==> src/rtl/pair_feeder.sv <==
// -----------------------------------------------------------------------------
// pair_feeder
//
// Sequential driver for the `compare` min-select cell in the disparity search
// path. Buffers framed (cost, disparity) candidates in a small FIFO, frames the
// comparator with startsig/finalstart pulses, reduces each frame to a single
// minimum by feeding candidate-vs-accumulator pairs through the external
// comparator, and emits the winner as a one-cycle result.
//
// Optional feature macro: PAIR_FEEDER_SELFCHECK_EN
//   defined   : the comparator result is checked locally in SETTLE; any
//               disagreement sets the sticky `err` output until `rst`.
//   undefined : no check logic, `err` is tied to 0.
//
// Ports
//   clk, rst                 clock (rising edge), async active-high reset
//   in_valid/in_ready        candidate handshake (in_ready = FIFO not full)
//   in_cost/in_idx/in_last   candidate cost, disparity, end-of-frame flag
//   startsig, finalstart     comparator return-to-waiting / enter-working pulses
//   in1/inp1, in2/inp2       comparator operands: candidate, accumulator
//   cmp_out/cmp_outp         comparator result (cost, disparity)
//   res_valid/res_cost/res_idx  one-cycle frame result
//   err                      sticky self-check error
// -----------------------------------------------------------------------------
module pair_feeder #(
   parameter int COST_W = 18,
   parameter int IDX_W  = 8,
   parameter int DEPTH  = 4
) (
   input  logic              clk,
   input  logic              rst,
   input  logic              in_valid,
   output logic              in_ready,
   input  logic [COST_W-1:0] in_cost,
   input  logic [IDX_W-1:0]  in_idx,
   input  logic              in_last,
   output logic              startsig,
   output logic              finalstart,
   output logic [COST_W-1:0] in1,
   output logic [COST_W-1:0] in2,
   output logic [IDX_W-1:0]  inp1,
   output logic [IDX_W-1:0]  inp2,
   input  logic [COST_W-1:0] cmp_out,
   input  logic [IDX_W-1:0]  cmp_outp,
   output logic              res_valid,
   output logic [COST_W-1:0] res_cost,
   output logic [IDX_W-1:0]  res_idx,
   output logic              err
);

   localparam int PTR_W = (DEPTH > 1) ? $clog2(DEPTH) : 1;
   localparam int CNT_W = PTR_W + 1;

   typedef enum logic [2:0] {
      S_IDLE,
      S_START,
      S_ARM,
      S_LOAD,
      S_FEED,
      S_SETTLE,
      S_DONE
   } state_t;

   // ---------------------------------------------------------------------------
   // Candidate FIFO
   // ---------------------------------------------------------------------------
   logic [COST_W-1:0] fifo_cost_q [DEPTH];
   logic [IDX_W-1:0]  fifo_idx_q  [DEPTH];
   logic              fifo_last_q [DEPTH];

   logic [PTR_W-1:0]  wr_ptr_q, wr_ptr_d;
   logic [PTR_W-1:0]  rd_ptr_q, rd_ptr_d;
   logic [CNT_W-1:0]  count_q, count_d;

   logic              fifo_empty;
   logic              fifo_full;
   logic              push;
   logic              pop;

   logic [COST_W-1:0] head_cost;
   logic [IDX_W-1:0]  head_idx;
   logic              head_last;

   assign fifo_empty = (count_q == '0);
   assign fifo_full  = (count_q == CNT_W'(DEPTH));
   // Held low during reset so no candidate is accepted while the FIFO clears.
   assign in_ready   = ~fifo_full & ~rst;
   assign push       = in_valid & in_ready;

   assign head_cost  = fifo_cost_q[rd_ptr_q];
   assign head_idx   = fifo_idx_q[rd_ptr_q];
   assign head_last  = fifo_last_q[rd_ptr_q];

   // NOTE: the storage array has no reset; validity is tracked by count_q and the
   // pointers, so resetting the entries would only add reset fan-out.
   always_ff @(posedge clk) begin
      if (push) begin
         fifo_cost_q[wr_ptr_q] <= in_cost;
         fifo_idx_q[wr_ptr_q]  <= in_idx;
         fifo_last_q[wr_ptr_q] <= in_last;
      end
   end

   // DEPTH is a power of two, so the pointers wrap by plain overflow.
   always_comb begin
      wr_ptr_d = wr_ptr_q;
      rd_ptr_d = rd_ptr_q;
      count_d  = count_q;
      if (push) wr_ptr_d = wr_ptr_q + PTR_W'(1);
      if (pop)  rd_ptr_d = rd_ptr_q + PTR_W'(1);
      case ({push, pop})
         2'b10:   count_d = count_q + CNT_W'(1);
         2'b01:   count_d = count_q - CNT_W'(1);
         default: count_d = count_q;
      endcase
   end

   // ---------------------------------------------------------------------------
   // Reduction FSM
   // ---------------------------------------------------------------------------
   state_t            state_q, state_d;
   logic [COST_W-1:0] acc_cost_q, acc_cost_d;
   logic [IDX_W-1:0]  acc_idx_q, acc_idx_d;
   logic              last_q, last_d;
   logic              startsig_q, startsig_d;
   logic              finalstart_q, finalstart_d;
   logic [COST_W-1:0] in1_q, in1_d, in2_q, in2_d;
   logic [IDX_W-1:0]  inp1_q, inp1_d, inp2_q, inp2_d;
   logic              res_valid_q, res_valid_d;
   logic [COST_W-1:0] res_cost_q, res_cost_d;
   logic [IDX_W-1:0]  res_idx_q, res_idx_d;

   // Every output is decoded from the current state and registered, so each
   // pulse appears one cycle after its state and is free of decode glitches.
   always_comb begin
      // NOTE: every variable gets a default first so no path leaves one
      // unassigned, which would otherwise infer a latch.
      state_d      = state_q;
      acc_cost_d   = acc_cost_q;
      acc_idx_d    = acc_idx_q;
      last_d       = last_q;
      in1_d        = in1_q;
      in2_d        = in2_q;
      inp1_d       = inp1_q;
      inp2_d       = inp2_q;
      res_cost_d   = res_cost_q;
      res_idx_d    = res_idx_q;
      startsig_d   = 1'b0;
      finalstart_d = 1'b0;
      res_valid_d  = 1'b0;
      pop          = 1'b0;

      case (state_q)
         S_IDLE: begin
            if (!fifo_empty) state_d = S_START;
         end
         S_START: begin
            startsig_d = 1'b1;
            state_d    = S_ARM;
         end
         S_ARM: begin
            finalstart_d = 1'b1;
            state_d      = S_LOAD;
         end
         S_LOAD: begin
            if (!fifo_empty) begin
               pop        = 1'b1;
               acc_cost_d = head_cost;
               acc_idx_d  = head_idx;
               // A one-candidate frame skips the comparator entirely.
               state_d    = head_last ? S_DONE : S_FEED;
            end
         end
         S_FEED: begin
            if (!fifo_empty) begin
               pop     = 1'b1;
               in1_d   = head_cost;
               inp1_d  = head_idx;
               in2_d   = acc_cost_q;
               inp2_d  = acc_idx_q;
               last_d  = head_last;
               state_d = S_SETTLE;
            end
         end
         S_SETTLE: begin
            // Operands have been stable for this whole cycle; the comparator
            // keeps in2 on ties, so the earliest disparity is retained.
            acc_cost_d = cmp_out;
            acc_idx_d  = cmp_outp;
            state_d    = last_q ? S_DONE : S_FEED;
         end
         S_DONE: begin
            res_valid_d = 1'b1;
            res_cost_d  = acc_cost_q;
            res_idx_d   = acc_idx_q;
            state_d     = S_IDLE;
         end
         default: state_d = S_IDLE;
      endcase
   end

   // NOTE: state is updated with non-blocking assignments so every flop samples
   // the pre-edge values regardless of statement order.
   always_ff @(posedge clk or posedge rst) begin
      if (rst) begin
         state_q      <= S_IDLE;
         wr_ptr_q     <= '0;
         rd_ptr_q     <= '0;
         count_q      <= '0;
         acc_cost_q   <= '0;
         acc_idx_q    <= '0;
         last_q       <= 1'b0;
         startsig_q   <= 1'b0;
         finalstart_q <= 1'b0;
         in1_q        <= '0;
         in2_q        <= '0;
         inp1_q       <= '0;
         inp2_q       <= '0;
         res_valid_q  <= 1'b0;
         res_cost_q   <= '0;
         res_idx_q    <= '0;
      end else begin
         state_q      <= state_d;
         wr_ptr_q     <= wr_ptr_d;
         rd_ptr_q     <= rd_ptr_d;
         count_q      <= count_d;
         acc_cost_q   <= acc_cost_d;
         acc_idx_q    <= acc_idx_d;
         last_q       <= last_d;
         startsig_q   <= startsig_d;
         finalstart_q <= finalstart_d;
         in1_q        <= in1_d;
         in2_q        <= in2_d;
         inp1_q       <= inp1_d;
         inp2_q       <= inp2_d;
         res_valid_q  <= res_valid_d;
         res_cost_q   <= res_cost_d;
         res_idx_q    <= res_idx_d;
      end
   end

   assign startsig   = startsig_q;
   assign finalstart = finalstart_q;
   assign in1        = in1_q;
   assign in2        = in2_q;
   assign inp1       = inp1_q;
   assign inp2       = inp2_q;
   assign res_valid  = res_valid_q;
   assign res_cost   = res_cost_q;
   assign res_idx    = res_idx_q;

   // ---------------------------------------------------------------------------
   // Optional comparator self-check
   // ---------------------------------------------------------------------------
`ifdef PAIR_FEEDER_SELFCHECK_EN
   logic              err_q, err_d;
   logic              cand_wins;
   logic [COST_W-1:0] exp_cost;
   logic [IDX_W-1:0]  exp_idx;

   always_comb begin
      cand_wins = (in1_q < in2_q);
      exp_cost  = cand_wins ? in1_q  : in2_q;
      exp_idx   = cand_wins ? inp1_q : inp2_q;
      err_d     = err_q;
      if ((state_q == S_SETTLE) && ((cmp_out != exp_cost) || (cmp_outp != exp_idx))) begin
         err_d = 1'b1;
      end
   end

   always_ff @(posedge clk or posedge rst) begin
      if (rst) err_q <= 1'b0;
      else     err_q <= err_d;
   end

   assign err = err_q;
`else
   assign err = 1'b0;
`endif

endmodule

==> config.mk <==
export PLATFORM = sky130hd
export DESIGN_NAME = pair_feeder
export DESIGN_NICKNAME = d
export VERILOG_FILES = /design/src/rtl/pair_feeder.sv
export SDC_FILE = /design/constraint.sdc
export NUM_CORES = 1
export LEC_CHECK = 0
export ABC_AREA = 1
export BUFFER_PORTS_ARGS = -buffer_cell sky130_fd_sc_hd__buf_2
export CAP_MARGIN = 20
export CORE_ASPECT_RATIO = 1.25
export CORE_UTILIZATION = 34
export CTS_BUF_LIST = sky130_fd_sc_hd__clkbuf_8
export DETAILED_ROUTE_END_ITERATION = 10
export PLACE_DENSITY = 0.63
export SLEW_MARGIN = 20
export SYNTH_ARGS = -nofsm -noshare
export SYNTH_HDL_FRONTEND = slang
export SYNTH_SLANG_ARGS = --single-unit
==> constraint.sdc <==
create_clock -name clk -period 8.47 [get_ports clk]
set_input_delay 0.4235 -clock clk [delete_from_list [all_inputs] [get_ports clk]]
set_output_delay 0.4235 -clock clk [all_outputs]
set_load 0.05 [all_outputs]
---- Word-level counts from Yosys, hierarchy flattened ----
Memory sizes are Yosys's and may differ from the RTL's.
Cells that the tools add are included.
operators by class
  equal/unequal tests ..................... 12
  add/subtract/negate cells ............... 4
  reduce and logical (&&, ||, !) cells .... 8
  mux-type cells .......................... 18
  bitwise operators ....................... 5
operators by type and width
  cell                 number
  $pmux 18 s2          1
  $mux 18              1
  $pmux 3 s6           1
  $pmux 8 s2           1
  $eq 3x3->1 const B   4
  $mux 3               3
  $mux 8               1
  $mux 1               7
  $eq 3x2->1 const B   2
  $logic_not 3->1      2
  $ne 2x2->1 const B   3
  $pmux 3 s2           1
  $add 2x1->2 const B  2
  $mux 2               2
  $reduce_and 2->1     2
  $reduce_bool 2->1    2
  $add 3x1->3 const B  1
  $eq 3x1->1 const B   1
  $not 1->1            3
  $reduce_and 3->1     1
  $sub 3x1->3 const B  1
  $and 1x1->1          2
  $eq 2x1->1 const B   1
  $eq 2x2->1 const B   1
  $reduce_or 2->1      1
storage, ports and cells
  bits in registers ....................... 118
  logic and storage cells ................. 66
  bits of input ports ..................... 56
  memories kept ........................... 3
  output and inout bits ................... 83
  bits in writable memories ............... 108
memories
  memory       words  width  read ports  clocked after memory_dff  write ports  line  source
  fifo_cost_q  4      18     1           0                         1            67    logic [COST_W-1:0] fifo_cost_q [DEPTH];
  fifo_idx_q   4      8      1           0                         1            68    logic [IDX_W-1:0] fifo_idx_q [DEPTH];
  fifo_last_q  4      1      1           0                         1            69    logic fifo_last_q [DEPTH];

---- Longest topological paths before layout ----
  word-level depth ........................ 6
  mapped depth ............................ 12
  mapped depth without buffers ............ 11

---- Worst setup path after synthesis ----
OpenSTA, ideal clock, no wires.
  path kind ............................... input-to-reg
  start point ............................. input rst
  end point ............................... memory fifo_cost_q[0][0] (enable)
  slack ................................... 3047 ps
  data required time ...................... 8059 ps
  path buffers ............................ 0
  cell stages on the path ................. 3
  arrival ................................. 5012 ps
  cells stage by stage .................... inv_1 -> nand3_1 -> nor2_1
on the way
  cells in the longest elaborated chain, start to end .. 5
ends and longest elaborated chain
  what                          line  source
  start: declaration            31    input logic rst,
  $not 1->1                     87    assign in_ready = ~fifo_full & ~rst;
  $and 1x1->1                   87
  $and 1x1->1                   88    assign push = in_valid & in_ready;
  $mux 1                        97    if (push) begin
  $mux 1 (implied by the code)  98    fifo_cost_q[wr_ptr_q] <= in_cost;
  end: declaration              67
Every way passes these cells.

---- Final worst setup path ----
  start point ............................. input rst
  end point ............................... register count_q[2]
on the way
  cells in the longest elaborated chain, start to end .. 5
ends and longest elaborated chain
  what                                             line  source
  $not 1->1 (*)                                    87
  $and 1x1->1 (*)                                  87
  $and 1x1->1 (*)                                  88
  $eq 2x1->1 or $eq 2x2->1 (tied branches)         111   case ({push, pop})
  $pmux 3 s2 or $reduce_bool 2->1 (tied branches)  --
  end signal: assignment                           226   count_q <= count_d;
  end: declaration                                 73    logic [CNT_W-1:0] count_q, count_d;
Mark *: on every way between the ends. The rest lies on a longest branch, timed or not.
A chain may end at the register's enable or synchronous reset.

==> metrics.md <==
| Metric | Value |
|---|---|
| Status | finished clean |
| Max stage delay cell, worst path | dlygate4sd3_1 |
| Initial antenna violation count | 4 |
| Hold Path Class | input port to flop |
| DR pass1 iterations | 5 |
| Routability cong. | between 0.8 and 0.9 |
| Worst Path Max Fanout | 47 |
| Via total after detailed routing | 6435 |
| Commonest non-fill, non-tap cell in the layout | nand2_1 |
| CP Launch Type | input port |
| Setup TNS Final | 0 ps |
| Worst vdd ir | between 0.1 and 0.15 mV |
| P per Cell Area | 395 nW/um^2 |
| Slowest stage delay, CP | between 500 and 600 ps |
| Max-slew violations | 0 |
| CP Capture Type | flop |
| DP Wirelength | 13600 um |
| Antenna viol nets, final | 0 |
| Crit Path Class | input port to flop |
| Utilization after layout | 40.9% |
| Crit path time final | 2530 ps |
| Site Rows | 67 |
| Post-CTS setup buffer count | 0 |
| Reg clk slew, reported paths | approximately 60 ps |
| Most frequent cells in the layout | 381 x nand2_1, 137 x buf_2, 117 x dfrtp_1 |
| Area growth from synthesis to final layout | 17.9% |
| Layout cells sized above 1 | 21.4% |
| Crit-path cells | dlygate4sd3_1 > buf_2 > inv_4 > nand3_1 > ha_1 > inv_1 > fa_1 > nor2_1 > nor2_1 > nand2_1 > xor2_1 |
| Seq cells post-synth | 226 |
| Relative slew slack | a little over a third |
| Worst-Margin Slew | 971 ps |
| Ys Warns | 0 |
| Pleak | about 5.4 nW |
| Total global-route track usage | 15.1% |
| Cell Area, Synth | slightly above 9000 sq um |
| First-pass GRT wire length | between 30000 and 40000 um |
| Worst reg2reg path endpoint | count_q[2] |
| Post-CTS Resized | 0 |
| Die X | ~150 um |
| Setup Skew | 14.7 ps |
| Endpoints failing hold | 0 |
| Remaining DRCs | 0 |
| CTS Buffer Depth | 3 |
| Vias in the first global route | 6375 |
| Worst reg-to-reg setup slack | 6080 ps |
| Largest net degree at the start of global routing | 84 |
| Setup Viol. Count Final | 0 |
| CTS tree | built |
| Die ar. | 28000 sq um |
| Max-cap violation count | 0 |
| Total congestion overflow | 0 |
| Design area | 11000 sq um |
| Syn nets | 987 |
| Layout filler cell count | 2660 |
| Total wire length | 20700 um |
| Most used cell, CP | nor2_1 |
| Crit path DAT | 2920 ps |
| Worst r2r src | state_q[2] |
| F_max | about 400 MHz |
| # nets final | 1128 |
| EDFF count, synth | 108 |
| Antenna Cells | 0 |
| Initial Util | 34.7% |
| Setup crit start | rst |
| Clock Sinks | 226 |
| Core area | about 27000 sq um |
| DR vias/cell | 4.48 |
| Syn avg cell area | 10.1 sq um |
| Drt initial violations | 370 |
| Clock Latency Late Sink | slightly above 500 ps |
| Die height | 187 um |
| Top_reg_cell synth | dfrtp_1 |
| CTS H-tree depth | 2 |
| # IOs | 139 |
| DR WL/cell | 14.4 um |
| Placed Area | 10200 sq um |
| Worst EP required | between 8000 and 9000 ps |
| Total CTS buffers | 35 |
| Final cycle utilization of the critical path | ~30% |
| Root buffer cell | clkbuf_8 |
| Synth Instances | about 930 |
| Sequential fraction of the synthesis area | 66.6% |
| Worst Reg-to-Reg Cells | 10 |
| End point of the critical path | count_q[2] |
| Distinct cell type count after synthesis | 28 |
| IO Port Bufs | 137 |
| RSZ-0062 raised after global routing | false |
| Asr flop ratio synth | 52.2% |
==> state kept, by name (all words and copies together) (netlist names), 4 cells and up <==
signal and cells:
res_idx 8, in2 18, acc_cost_q 18, in1 18, fifo_cost_q 72, inp2 8, fifo_idx_q 32, inp1 8
res_cost 18, acc_idx_q 8, fifo_last_q 4
==> through the flow <==
step | setup WS [ps] | std cells | hold slack (ps) | total power (W)
floorplan | 3050 | 925 | 453 | 0.00302
global placement | 5940 | 1373 | 458 | 0.00343
detailed placement | 5880 | 1373 | 462 | 0.00346
CTS | 5880 | 1436 | 93.3 | 0.00439
global route | 5670 | 1436 | 97.1 | 0.00463
finish | 5940 | 1436 | 120 | 0.00434
==> worst max-delay path: cells and delay by family <==
kind,cells,cell delay (ps)
buffers and inverters,4,1180
and+or+nand+nor,4,650
adders and majority gates,2,530
xor gates and xnor gates,1,140
==> final cells by class <==
class	instances	area [sq um]	area share [%]
Inverter	102	388	3.54
Clock inverter	13	58.8	0.536
Tap cell	345	432	3.94
Multi-Input combinational cell	555	2460	22.5
Clock buffer	49	674	6.15
Sequential cell	226	6200	56.5
Timing Repair Buffer	146	756	6.89
==> cell families after synthesis <==
family	count (synthesis)	share of synthesized area, %
AOI/OAI and AO/OA	57	3.73
xor gates and xnor gates	4	0.377
adders and majority gates	6	0.888
buffers and inverters	144	7.13
DFF	226	66.6
other	1	0.0403
and+or+nand+nor	487	21.2
==> layer usage <==
layer | global-route usage [%] | routed length [um] | up-vias | part of all wire (%)
met5 | 0 | 57 | - | 0.28
met4 | 6.45 | 744 | 8 | 3.6
met3 | 3.76 | 1240 | 58 | 6.0
met2 | 24.4 | 9910 | 174 | 48
met1 | 19.2 | 8750 | 2971 | 42
li1 | - | - | 3224 | -
==> worst min-delay path by stage <==
stage                    from          endpoint  slack, ps  cells past startpoint
finish              in_idx[0]  fifo_idx_q[2][0]        120                      1
global route        in_idx[0]  fifo_idx_q[2][0]        100                      1
CTS                 in_idx[0]  fifo_idx_q[2][0]         90                      1
detailed placement     in1[8]            in1[8]        460                      2
global placement      inp1[0]           inp1[0]        460                      2
floorplan              last_q            last_q        450                      2
==> synth_stat cells (2+ instances only) <==
| cell type | count | area share [%] |
|---|---|---|
| clkbuf_1 | 7 | 0.28 |
| nand3_2 | 2 | 0.22 |
| edfxtp_1 | 108 | 35 |
| nor2_1 | 9 | 0.36 |
| o21ai_0 | 34 | 1.8 |
| buf_2 | 18 | 0.97 |
| dfrtp_1 | 118 | 32 |
| nand2_1 | 381 | 15 |
| o21ai_2 | 16 | 1.5 |
| o21ai_1 | 6 | 0.32 |
| buf_4 | 4 | 0.32 |
| nand3_1 | 90 | 4.8 |
| buf_1 | 2 | 0.081 |
| inv_2 | 5 | 0.20 |
| nand2_2 | 2 | 0.13 |
| xor2_1 | 3 | 0.28 |
| buf_6 | 11 | 1.3 |
| ha_1 | 5 | 0.67 |
| inv_1 | 95 | 3.8 |
==> where the power goes <==
part	total (W)	switching, W	internal (W)
sequential	0.00163	0.000167	0.00147
combinational	0.00179	0.00136	0.000429
clock	0.000916	0.000402	0.000514
==> timing repair <==
action                                 4_1_cts  5_1_grt
setup endpoints to repair                    0        0
hold buffers                                 1        0
endpoints found under the hold margin        2        0
Power figures use the tool's default switching activity.
